[src/rtl/bcd_word_assembler.sv]
// BCD word assembler: shifts BCD digits MSB-first into an N-bit word.
// Optional non-BCD digit rejection is enabled with macro BCD_CHECK_EN.
module bcd_word_assembler #(
  parameter int N = 32
) (
  input  logic         clk,
  input  logic         reset,
  input  logic [3:0]   digit_in,
  input  logic         digit_valid,
  output logic         digit_ready,
  input  logic         commit,
  input  logic         clear,
  output logic [N-1:0] word_out,
  output logic         word_valid,
  output logic [3:0]   digit_count,
  output logic         digit_err
);

  localparam int CAP = N / 4;

  typedef enum logic [1:0] {
    IDLE,
    COLLECT,
    EMIT
  } state_t;

  state_t       state_q;
  logic [N-1:0] acc_q;
  logic [N-1:0] acc_d;
  logic [N-1:0] word_q;
  logic [3:0]   cnt_q;
  logic [3:0]   cnt_d;
  logic         wvalid_q;
  logic         bcd_ok;
  logic         take;
  logic         fire;

`ifdef BCD_CHECK_EN
  logic err_q;

  assign bcd_ok    = (digit_in <= 4'd9);
  assign digit_err = err_q;

  // Pulse the error flag for one cycle after a rejected digit
  always_ff @(posedge clk) begin
    if (reset) begin
      err_q <= 1'b0;
    end else begin
      err_q <= !clear && digit_valid && digit_ready && !bcd_ok;
    end
  end
`else
  assign bcd_ok    = 1'b1;
  assign digit_err = 1'b0;
`endif

  assign digit_ready = (state_q != EMIT);
  assign take        = digit_valid && digit_ready && bcd_ok;
  assign word_out    = word_q;
  assign word_valid  = wvalid_q;
  assign digit_count = cnt_q;

  // Next accumulator and count with this cycle's digit folded in
  always_comb begin
    acc_d = acc_q;
    cnt_d = cnt_q;
    if (take) begin
      acc_d = {acc_q[N-5:0], digit_in};
      cnt_d = cnt_q + 4'd1;
    end
    fire = (take && (cnt_d == 4'(CAP))) ||
           (commit && (cnt_d != 4'd0));
  end

  // Control FSM with registered word and pulse outputs
  always_ff @(posedge clk) begin
    if (reset) begin
      state_q  <= IDLE;
      acc_q    <= '0;
      cnt_q    <= 4'd0;
      word_q   <= '0;
      wvalid_q <= 1'b0;
    end else if (clear) begin
      state_q  <= IDLE;
      acc_q    <= '0;
      cnt_q    <= 4'd0;
      wvalid_q <= 1'b0;
    end else begin
      unique case (state_q)
        IDLE, COLLECT: begin
          wvalid_q <= fire;
          if (fire) begin
            state_q <= EMIT;
            word_q  <= acc_d;
            acc_q   <= '0;
            cnt_q   <= 4'd0;
          end else begin
            acc_q <= acc_d;
            cnt_q <= cnt_d;
            if (cnt_d != 4'd0) begin
              state_q <= COLLECT;
            end
          end
        end
        EMIT: begin
          state_q  <= IDLE;
          wvalid_q <= 1'b0;
        end
        default: begin
          state_q  <= IDLE;
          wvalid_q <= 1'b0;
        end
      endcase
    end
  end

endmodule

[config.mk]
export PLATFORM = sky130hd
export DESIGN_NAME = bcd_word_assembler
export DESIGN_NICKNAME = d
export VERILOG_FILES = /design/src/rtl/bcd_word_assembler.sv
export SDC_FILE = /design/constraint.sdc
export NUM_CORES = 1
export LEC_CHECK = 0
export BUFFER_PORTS_ARGS = -buffer_cell sky130_fd_sc_hd__buf_2
export CAP_MARGIN = 20
export CORE_ASPECT_RATIO = 0.5
export CORE_MARGIN = 2
export CORE_UTILIZATION = 61
export CTS_CLUSTER_SIZE = 14
export DETAILED_ROUTE_END_ITERATION = 10
export PLACE_DENSITY = 0.83
export SYNTH_ARGS = -nofsm -noshare
export SYNTH_HDL_FRONTEND = slang
export SYNTH_SLANG_ARGS = --single-unit
[constraint.sdc]
create_clock -name clk -period 6.45 [get_ports clk]
set_clock_uncertainty 0.05 [all_clocks]
set_input_delay 1.6125 -clock clk [delete_from_list [all_inputs] [get_ports clk]]
set_output_delay 1.6125 -clock clk [all_outputs]
set_load 0.02 [all_outputs]
Yosys cells after proc, flatten, opt, wreduce, memory -nomap -nowiden
Cells that the tools add are included.
{ "word_totals": {"inputBits": 9, "output_inout_bits": 39, "regBits": 71, "wordCells": 30} }
{ "classes": {"n_bitwise": 2, "n_addsub": 1, "muxes": 6, "eq_ne": 3, "reduce_logical": 12} }
{ "ops": {"columns": ["operator", "n"], "rows": [
  ["32-bit two-way mux", 2],
  ["4-bit two-way mux", 2],
  ["4-bit by 1-bit adder with 4-bit output (second input constant)", 1],
  ["4-bit == test (second input constant)", 1],
  ["2-bit two-way mux", 2],
  ["4-bit nonzero test", 1],
  ["2-bit OR reduction", 2],
  ["4-bit OR reduction", 1],
  ["1-bit logical AND", 3],
  ["3-bit AND reduction", 1],
  ["3-bit OR reduction", 1],
  ["2-bit by 1-bit == test with 1-bit output (second input constant)", 1],
  ["2-bit zero test", 1],
  ["2-bit != test (second input constant)", 1],
  ["1-bit NOT", 2],
  ["2-bit nonzero test", 1],
  ["1-bit logical OR", 1]
]} }

Longest topological paths before layout
Gate-level depths: netlist of run 1.
{ "logic_depth": {"ltp_word": 7, "depth_mapped": 7, "mapped_depth_nobuf": 6} }

Least setup slack after synthesis of run 1
No wires, ideal clock.
{ "synth_path": {"path_kind": "input port to flip-flop", "startpoint": "input clear", "endpoint": "register acc_q[2]", "path_stages": 7, "n_path_buf": 2, "t_arrival_ns": 3.073, "path_slack_ns": 3.268, "setup_ns": 0.059, "required_time_ns": 6.341, "path_cell_list": "or2_1 buf_1 nor2_1 or4b_4 o21ai_4 buf_6 a22o_1"} }
{ "synth_via": {"elab_chain_len": 1} }
{ "synth_lines": {"columns": ["item", "line", "text"], "rows": [
  ["start: declaration", "12", "input logic clear,"],
  ["2-bit OR reduction (no source line)", null, null],
  ["end signal: assignment", "79", "acc_q <= '0;"],
  ["end signal: assignment", "85", "acc_q <= '0;"],
  ["end signal: assignment", "95", "acc_q <= '0;"],
  ["end: declaration", "28", "logic [N-1:0] acc_q;"]
]} }
Every way passes these cells.
A chain may end at the register's enable or synchronous reset.

Final worst setup path of run 1
{ "layout_path": {"startpoint": "input digit_valid", "endpoint": "register word_q[27], in the netlist word_out[27]"} }
{ "layout_via": {"elab_chain_len": 6, "word_cells_on_any_way": 9, "cone_classes": "eq/ne: 1; mux: 2; reduce/logical: 6"} }
{ "layout_lines": {"columns": ["item", "line", "text"], "rows": [
  ["start: declaration", "9", "input logic digit_valid,"],
  ["1-bit logical AND *", "58", "assign take = digit_valid && digit_ready && bcd_ok;"],
  ["4-bit two-way mux", "67", "if (take) begin"],
  ["4-bit == test or 4-bit nonzero test (tied branches)", "71, 72", null],
  ["1-bit logical AND (on tied branches)", "71, 72", null],
  ["1-bit logical OR", "71", "fire = (take && (cnt_d == 4'(CAP))) ||"],
  ["3-bit AND reduction (no source line)", null, null],
  ["end signal: assignment", "81", "word_q <= '0;"],
  ["end signal: assignment", "94", "word_q <= acc_d;"],
  ["end: declaration", "30", "logic [N-1:0] word_q;"]
]} }
Mark *: on every way between the ends. The rest lies on a longest branch, timed or not.

==> results of run 1 <==
## layout make-up
cell class                      count  area (um2)  area share [%]
Clock buffer                       14         153            4.24
Clock inverter                      1        5.00           0.139
Inverter                            3        11.3           0.313
Multi-Input combinational cell    241        1620            45.0
Sequential cell                    71        1420            39.5
Tap cell                           70        87.6            2.44
Timing Repair Buffer               51         300            8.35
## cell usage after synthesis (all sizes together) (3+ instances only)
| library cell | n | area share (%) |
|---|---|---|
| clkbuf | 14 | 1.6 |
| inv | 3 | 0.35 |
| mux2 | 33 | 12 |
| nor4 | 3 | 0.59 |
| o21ai | 6 | 1.4 |
| dfxtp | 71 | 44 |
| nand2 | 66 | 7.7 |
| nor2 | 6 | 0.70 |
| a22o | 32 | 8.7 |
| buf | 12 | 3.3 |
| a21oi | 34 | 5.3 |
| nor2b | 34 | 6.6 |
## logic make-up after synthesis
kind of cell             synth area share [%]
other                                   0.117
AO/OA/AOI/OAI                            19.6
AND/OR/NAND/NOR                          18.4
flip-flops                               44.3
buffers and inverters                    5.31
XOR/XNOR                                0.273
adder cells (fa/ha/maj)                 0.390
multiplexers                             11.6
## per-stage QoR
stage                     hold slack, ns  util (%)
after global placement             0.406      67.8
final                              0.428      71.9
after global routing               0.439      71.9
after detailed placement           0.411      67.8
after floorplan                    0.392         -
after CTS                          0.428      71.0
## layer usage
metal  part of all wire, %  vias up  wire (um)  track usage, %
met5                     0        -          0               0
met4                   1.2        0         78            6.68
met3                   6.5       11        419            6.49
met2                    44       80       2800            34.6
met1                    49     1173       3120            33.4
li1                      -     1257          -               -
## power breakdown
group          total (uW)  switching (uW)  internal, uW
logic                62.6            42.5          20.1
registers             445            3.55           442
clock network         293             145           148
## how the worst min path moves through the flow
| stage | startpoint | to | slack, ns | cells after the start |
|---|---|---|---|---|
| global route | acc_q[30] | acc_q[30] | 0.44 | 1 |
| global placement | acc_q[28] | acc_q[28] | 0.41 | 1 |
| floorplan | acc_q[28] | acc_q[28] | 0.39 | 1 |
| detailed placement | acc_q[30] | acc_q[30] | 0.41 | 1 |
| CTS | acc_q[30] | acc_q[30] | 0.43 | 1 |
| finish | acc_q[30] | acc_q[30] | 0.43 | 1 |
## state kept, by name (all words and copies together), names as in the netlist
register / flops
state_q: 2
acc_q: 32
word_valid: 1
word_out: 32
digit_count: 4
==> metrics.cfg, run 1 <==
[setup_path]
worstPathCellList = buf_2 > inv_1 > o31a_1 > or2_1 > o21ai_2 > buf_4 > mux2_1
path_delay_family = compound AO/OA/AOI/OAI gates
criticalPathCategory = in2reg
reg2reg_depth = 7
r2r_slack_ns = 3.40
endpoint = word_out[27]
r2r-start = state_q[1]
r2r_end = word_out[27]
crit_buf_inv = 3
cp-startpoint = digit_valid
worstPathRequired_ns = 6.61
arrival_ns = 4.06
cpMaxStageDelayCell = o21ai_2
start_kind = primary input
cpPeakStageDelay_ns = 0.67
endpoint_kind = flop
cp_max_fo = 17
path_depth = 7

[sta]
fin_tns_setup_ns = 0
rsz0062_at_grt = no
setup_slack_ns = 2.55
worst_slew_pin_slew_ns = 0.851
slew_headroom_pct = 43.3
finalHoldViolCount = 0
drv_slew = 0
setup_viol = 0
timing.final.crit_share_pct = 60.5
max_freq_mhz = 256
period_needed_ns = 3.90

[die]
dieHeight_um = 55.3
start_util_pct = 64.1
die_area_um2 = 5890
rows = 18
core_um2 = 5000
ioPinCount = 48
fp.dieW_um = 107

[clocking]
hold_buffers = 0
htreeDepth = 3
tritoncts = built
cts_buffers = 9
root_buffer = clkbuf_8
cts_sinks = 71
cts_resized = 0
path_clk_slew_ns = 0.07
post_cts_buffers = 0
max-clock-path-buffers = 2
clk_latency_ns = 0.33

[layout]
layout_commonest_cell = dfxtp_1
syn_to_final_growth_pct = 12.1
n_fill_cell = 392
drive_gt1_share_pct = 19.4
num_antenna_cells = 0
stdcell_count = 451
design_area_um2 = 3600
final_nets = 387
final_cell_mix = 71 x dfxtp_1, 66 x nand2_1, 46 x buf_2, 34 x a21oi_1, 34 x nor2b_1

[route]
vias = 2521
viasPerCell = 5.59
antenna_left = 0
wl_um = 6430
drcViolationCount = 0
wl_per_cell_um = 14.2
drtPass1Iterations = 4
drt_iter0_drc = 180

[placed_design]
dpl.hpwl_um = 4130
portBuffers = 46
postPlaceCellArea_um2 = 3390
dp_cells = 434
gp_congestion = 0.784
dp_slack_ns = 2.17

[yosys]
synth_seq_cells = 71
yosysSeqAreaShare_pct = 44.3
synth_fp_nets = 351
ys_async_sr_fraction_pct = 0
netlist_area_um2 = 3210
synth_cells = 341
syn_avg_cell_area_um2 = 9.40
synthFlopType = dfxtp_1
synth_cell_types = 42
synth_enable_flop_cells = 0
ys_warn_count = 0

[global_routing]
grt_pass1_wl_um = 11100
overflow = 0
grt_pass1_vias = 2331
track_usage_pct = 23.3
grt_start_max_net_pins = 67
antenna_found_initial = 0

[power_and_ir_drop]
power_density_nw_per_um2 = 223
power_leakage_uw = 0.00151
worst_ir_drop_vdd_mv = 0.148
report.power.total_uw = 801

[hold_path]
hold_path_class = reg2reg

[job]
drv_cap = 0

[run_status]
outcome = finished clean

(Power assumes the default switching activity.)
==> run 2, diff against run 1 <==
- ABC_AREA: unset -> 1
- CORE_UTILIZATION: 61 -> 51
- PLACE_DENSITY: 0.83 -> 0.73
- clock period: 6.45 -> 3.23 ns (I/O delays scaled with it)
==> metrics.cfg, run 2 <==
[run_status]
outcome = finished clean

[power_and_ir_drop]
power_leakage_uw = 0.00185  ; +22%
combPwrFrac_pct = 14.6  ; +6.8 points
p_int_uw = 1650  ; +170%
swShare_pct = 26.7  ; +2.9 points
worst_ir_drop_vdd_mv = 0.303  ; +100%
p_sw_uw = 603  ; +220%
p_seq_share_pct = 41.8  ; -14 points
power_frac_clock_pct = 43.7  ; +7.1 points
power_density_nw_per_um2 = 579  ; +160%

[clocking]
cts_buffers = 9  ; unchanged
tritoncts = built
post_cts_buffers = 0  ; unchanged
max-clock-path-buffers = 2  ; unchanged
cts_sinks = 71  ; unchanged
hold_buffers = 0  ; unchanged
clk_latency_ns = 0.34  ; about the same
cts_resized = 0  ; unchanged
htreeDepth = 3  ; unchanged
root_buffer = clkbuf_16
path_clk_slew_ns = 0.05  ; -0.02 ns

[global_routing]
grt_pass1_vias = 2595  ; +11%
grt_pass1_wl_um = 11900  ; +7.0%
antenna_found_initial = 0  ; unchanged
track_usage_pct = 20.9  ; -2.5 points
overflow = 0  ; unchanged
grt_start_max_net_pins = 46  ; -31%

[setup_path]
reg2reg_depth = 8  ; +1
endpoint_kind = flop
worstPathRequired_ns = 3.44  ; -3.17 ns
criticalPathCategory = reg2reg
cp_max_fo = 26  ; +9
arrival_ns = 2.75  ; -1.31 ns
start_kind = flop

[sta]
timing.final.crit_share_pct = 78.7
setup_viol = 0  ; unchanged
finalHoldViolCount = 0  ; unchanged
slew_headroom_pct = 60.7  ; +17 points
period_needed_ns = 2.54
worst_slew_pin_slew_ns = 0.587  ; -0.263 ns
fin_tns_setup_ns = 0  ; unchanged
whs_ns = 0.431  ; +0.00271 ns
rsz0062_at_grt = no
max_freq_mhz = 393
drv_slew = 0  ; unchanged

[hold_path]
hold_path_class = reg2reg
hold_depth = 2  ; +1

[route]
drt_iter0_drc = 186  ; +3.3%
wl_um = 6890  ; +7.2%
drtPass1Iterations = 4  ; unchanged
wl_per_cell_um = 11.2  ; -21%
antenna_left = 0  ; unchanged
drcViolationCount = 0  ; unchanged
viasPerCell = 4.83  ; -14%
vias = 2969  ; +18%

[layout]
final_core_util_pct = 62.6  ; -9.3 points
design_area_um2 = 3900  ; +8.5%
layout_commonest_cell = nand2_1
n_fill_cell = 596  ; +52%
num_antenna_cells = 0  ; unchanged
final_cell_mix = 120 x nand2_1, 82 x inv_1, 71 x dfxtp_1, 52 x nor2_1, 46 x buf_2
drive_gt1_share_pct = 19.7  ; +0.31 points
syn_to_final_growth_pct = 15.7
final_nets = 533  ; +38%

[placed_design]
portBuffers = 46  ; unchanged
dpl.hpwl_um = 4420  ; +6.9%
postPlaceCellArea_um2 = 3600  ; +6.2%
gp_congestion = 0.788  ; +0.54%

[yosys]
synth_enable_flop_cells = 0  ; unchanged
synth_top_area_cell = dfxtp_1
synth_top_area_share_pct = 42.2  ; -2.2 points
synth_cells = 490  ; +44%
ys_async_sr_fraction_pct = 0  ; unchanged
syn_avg_cell_area_um2 = 6.88  ; -27%
synth.most_common_cell = nand2_1
synth_cell_types = 28  ; -33%
yosysSeqAreaShare_pct = 42.2  ; -2.2 points
synth_area_leaders = dfxtp_1 42%, nand2_1 13%, inv_1 9.1%, o21ai_0 6.1%, nor2_1 5.8%
synth_seq_cells = 71  ; unchanged
ys_warn_count = 0  ; unchanged
yosys-top-cells-count = 120 x nand2_1, 82 x inv_1, 71 x dfxtp_1, 52 x nor2_1, 41 x o21ai_0
netlist_area_um2 = 3370  ; +5.1%
synth_fp_nets = 500  ; +42%
synthFlopType = dfxtp_1

[die]
ioPinCount = 48  ; unchanged
dieHeight_um = 61.5  ; +11%
fp.dieW_um = 119  ; +12%
start_util_pct = 54.1  ; -10 points
core_um2 = 6230  ; +25%
rows = 20  ; +2
die_area_um2 = 7310  ; +24%

[job]
drv_cap = 0  ; unchanged

## run 2: changes by cell type after synthesis, moves of 9 or more
cell     delta
nand2_1    +54
mux2_1     -30
nor2b_1    -34
a22o_1     -32
o21ai_0    +37
a21oi_1    -32
o22ai_1    +16
inv_1      +80
o22ai_2     +9
buf_2      +14
nand3_1    +11
inv_2       +9
nor2_1     +46
nand4_1    +19
## run 2: kinds of logic (layout without fill, tap and decap cells)
logic type | count (synthesis) | after routing | share of synthesized area (%)
AOI/OAI and AO/OA | 71 | 71 | 13.4
and+or+nand+nor | 224 | 224 | 29.2
other | 1 | 1 | 0.111
adders and majority gates | 1 | 1 | 0.371
buffers and inverters | 122 | 159 | 14.8
DFF | 71 | 71 | 42.2
## run 2: per-layer routing
metal	global-route usage, %	up-vias	share of wire (%)
met5	0	-	0
met4	7.31	0	1.2
met3	7.41	10	5.6
met2	34.9	65	43
met1	25.8	1314	50
li1	-	1580	-
## run 2: worst paths after layout
path	slack [ns]	startpoint	to
setup / recovery	0.69	state_q[1]	acc_q[26]
hold / removal	0.43	acc_q[30]	acc_q[30]
setup reg to reg	0.69	state_q[1]	acc_q[26]
hold reg to reg	0.43	acc_q[30]	acc_q[30]
## run 2: metrics by stage
step           setup slack, ns  std cells  total power (uW)
6_report                 0.688        615              2260
4_1_cts                  0.700        615              2280
2_1_floorplan             1.26        490              1220
3_5_place_dp             0.376        600              1290
5_1_grt                  0.417        615              2360
3_3_place_gp             0.483        600              1280
## run 2: power by group through the flow
| stage | Sequential [uW] | Combinational (uW) | Clock [uW] |
|---|---|---|---|
| after floorplan | 1000 | 218 | 0 |
| after global placement | 961 | 323 | 0 |
| after detailed placement | 961 | 327 | 0 |
| after CTS | 943 | 330 | 1000 |
| after global routing | 948 | 372 | 1040 |
| final | 943 | 329 | 986 |
## run 2: final cells by class
class                      count  area [um2]  share of cell area, %
tap                           88         110                   2.82
inverter                      92         345                   8.85
multi-input combinational    297        1450                   37.2
sequential                    71        1420                   36.4
clock inverter                 4        45.0                   1.15
timing repair buffer          52         275                   7.06
clock buffer                  11         253                   6.48
## run 2: critical path: stages (launching register included)
cell and delay [ns]:
dfxtp_1 0.61, nand2_4 0.11, nand2_2 0.33, o21bai_1 0.11
nand2_1 0.11, nand3_2 0.26, nand2_2 0.32, nand2_2 0.30
o21ai_0 0.25
==> run 3, diff against run 2 <==
- ABC_AREA: 1 -> 0
- CORE_UTILIZATION: 51 -> 56
- PLACE_DENSITY: 0.73 -> 0.77
- clock period: 3.23 -> 2.6 ns (I/O delays scaled with it)
==> metrics.cfg, run 3 (synthesized netlist as in run 1, its figures left out) <==
[global_routing]
grt_pass1_wl_um = 11400  ; -4.4%
grt_pass1_vias = 2377  ; -8.4%
overflow = 0  ; unchanged
grt_start_max_net_pins = 66  ; +43%
antenna_found_initial = 0  ; unchanged
track_usage_pct = 22.2  ; +1.3 points

[sta]
rsz0062_at_grt = no
max_freq_mhz = 433  ; +9.9%
worst_slew_pin_slew_ns = 0.623  ; +0.0356 ns
setup_viol = 0  ; unchanged
drv_slew = 0  ; unchanged
fin_tns_setup_ns = 0  ; unchanged
timing.final.crit_share_pct = 88.9  ; +10 points
slew_headroom_pct = 58.5  ; -2.2 points
finalHoldViolCount = 0  ; unchanged
period_needed_ns = 2.31  ; -0.230 ns

[setup_path]
arrival_ns = 2.47  ; -0.28 ns
worstPathCellList = ha_1 > xnor2_1 > a41oi_1 > nor3_1 > o21ai_4 > buf_4 > mux2_1
cp-startpoint = digit_count[0]
cpPeakStageDelay_ns = 0.44  ; -0.17 ns
worstPathRequired_ns = 2.76  ; -0.68 ns
crit_buf_inv = 1  ; +1
endpoint_kind = flop
r2r_slack_ns = 0.29  ; -0.40 ns
r2r_end = word_out[20]
criticalPathCategory = reg2reg
cp_max_fo = 15  ; -42%
start_kind = flop
path_delay_family = flip-flops
cpMaxStageDelayCell = dfxtp_1
reg2reg_depth = 7  ; -1
r2r-start = digit_count[0]

[layout]
layout_commonest_cell = dfxtp_1
drive_gt1_share_pct = 22.1  ; +2.3 points
num_antenna_cells = 0  ; unchanged
syn_to_final_growth_pct = 18.5
regArea_um2 = 1420  ; unchanged
final_nets = 395  ; -26%
n_fill_cell = 429  ; -28%
final_cell_mix = 71 x dfxtp_1, 66 x nand2_1, 46 x buf_2, 34 x a21oi_1, 34 x nor2b_1
final_core_util_pct = 68.9  ; +6.3 points
multi_input_area_um2 = 1630  ; +12%

[run_status]
outcome = finished clean

[clocking]
cts_resized = 0  ; unchanged
tritoncts = built
cts_buffers = 9  ; unchanged
cts_sinks = 71  ; unchanged
root_buffer = clkbuf_16
htreeDepth = 3  ; unchanged
post_cts_buffers = 0  ; unchanged
path_clk_slew_ns = 0.06  ; about the same
max-clock-path-buffers = 2  ; unchanged
clk_latency_ns = 0.32  ; -0.02 ns
hold_buffers = 0  ; unchanged

[power_and_ir_drop]
power_frac_clock_pct = 48.9  ; +5.2 points
p_sw_uw = 563  ; -6.6%
combPwrFrac_pct = 6.7  ; -7.9 points
power_leakage_uw = 0.00161  ; -13%
p_seq_share_pct = 44.4  ; +2.6 points
power_density_nw_per_um2 = 654  ; +13%
p_int_uw = 1920  ; +16%
swShare_pct = 22.7  ; -4.1 points
worst_ir_drop_vdd_mv = 0.415  ; +37%
report.power.total_uw = 2480  ; +10%

[die]
fp.dieW_um = 111  ; -6.7%
start_util_pct = 58.1  ; +4.0 points
dieHeight_um = 57.5  ; -6.5%
rows = 19  ; -5.0%
core_um2 = 5520  ; -11%
die_area_um2 = 6380  ; -13%
ioPinCount = 48  ; unchanged

[hold_path]
hold_path_class = reg2reg
min_from = acc_q[29]
hold_depth = 1  ; -1
min_to = acc_q[29]

[placed_design]
portBuffers = 46  ; unchanged
gp_congestion = 0.816  ; +3.5%
dpl.hpwl_um = 4370  ; -1.1%

[route]
vias = 2560  ; -14%
drt_iter0_drc = 126  ; -32%
viasPerCell = 5.53  ; +15%
drcViolationCount = 0  ; unchanged
wl_um = 6670  ; -3.2%
drtPass1Iterations = 4  ; unchanged
antenna_left = 0  ; unchanged
wl_per_cell_um = 14.4  ; +29%

[job]
drv_cap = 0  ; unchanged

==> run 3: changes by cell type in the layout (fill, tap and decap cells not counted), sizes merged, moves of 19 or more <==
cell   previous run  this run
a21oi             2        34
a22o              0        32
nand2           126        66
o22ai            25         1
nor2             54         6
nand4            19         0
mux2              0        33
o21ai            41         6
nor2b             0        34
inv              92         4
==> run 3: per-layer routing <==
| layer | share of wire [%] | GRT usage [%] |
|---|---|---|
| met3 | 5.4 | 7.23 |
| met2 | 46 | 35.6 |
| met5 | 0 | 0 |
| met4 | 1.2 | 5.82 |
| met1 | 48 | 29.6 |
==> run 3: final cells by class <==
type	instances	area share, %
multi-input cells	241	42.8
flip-flops and latches	71	37.4
repair buffers	59	9.28
clock buffers	11	6.39
well taps	73	2.40
clock inverters	5	1.48
inverters	3	0.296
==> run 3: power groups by stage <==
stage	Clock (uW)	Sequential (uW)	Combinational, uW
2_1_floorplan	0	1130	121
3_3_place_gp	0	1130	163
3_5_place_dp	0	1130	167
4_1_cts	1230	1100	168
5_1_grt	1280	1100	183
6_report	1210	1100	168
==> run 3: worst register-to-register path, delay by kind of cell, from the launching register on <==
kind / cells / cell delay, ns
fa+ha+maj: 1 / 0.30
simple gates: 1 / 0.40
compound gates: 2 / 0.30
xor+xnor: 1 / 0.14
buf+inv: 1 / 0.23
flops: 1 / 0.44
mux: 1 / 0.34
==> run 3: how the worst max path moves through the flow <==
| stage | depth (start not counted) | slack (ns) | to |
|---|---|---|---|
| floorplan | 7 | 0.32 | word_out[10] |
| global placement | 7 | 0.19 | word_out[31] |
| detailed placement | 7 | 0.11 | word_out[0] |
| CTS | 7 | 0.30 | word_out[20] |
| global route | 7 | 0.18 | acc_q[4] |
| finish | 7 | 0.29 | word_out[20] |
==> run 3: per-stage QoR <==
| step | hold WS [ns] | cell area, um2 | worst slack (ns) | std cells |
|---|---|---|---|---|
| 2_1_floorplan | 0.392 | 3210 | 0.324 | 341 |
| 3_3_place_gp | 0.408 | 3500 | 0.190 | 447 |
| 3_5_place_dp | 0.406 | 3500 | 0.111 | 447 |
| 4_1_cts | 0.428 | 3800 | 0.305 | 463 |
| 5_1_grt | 0.439 | 3800 | 0.175 | 463 |
| 6_report | 0.422 | 3800 | 0.288 | 463 |
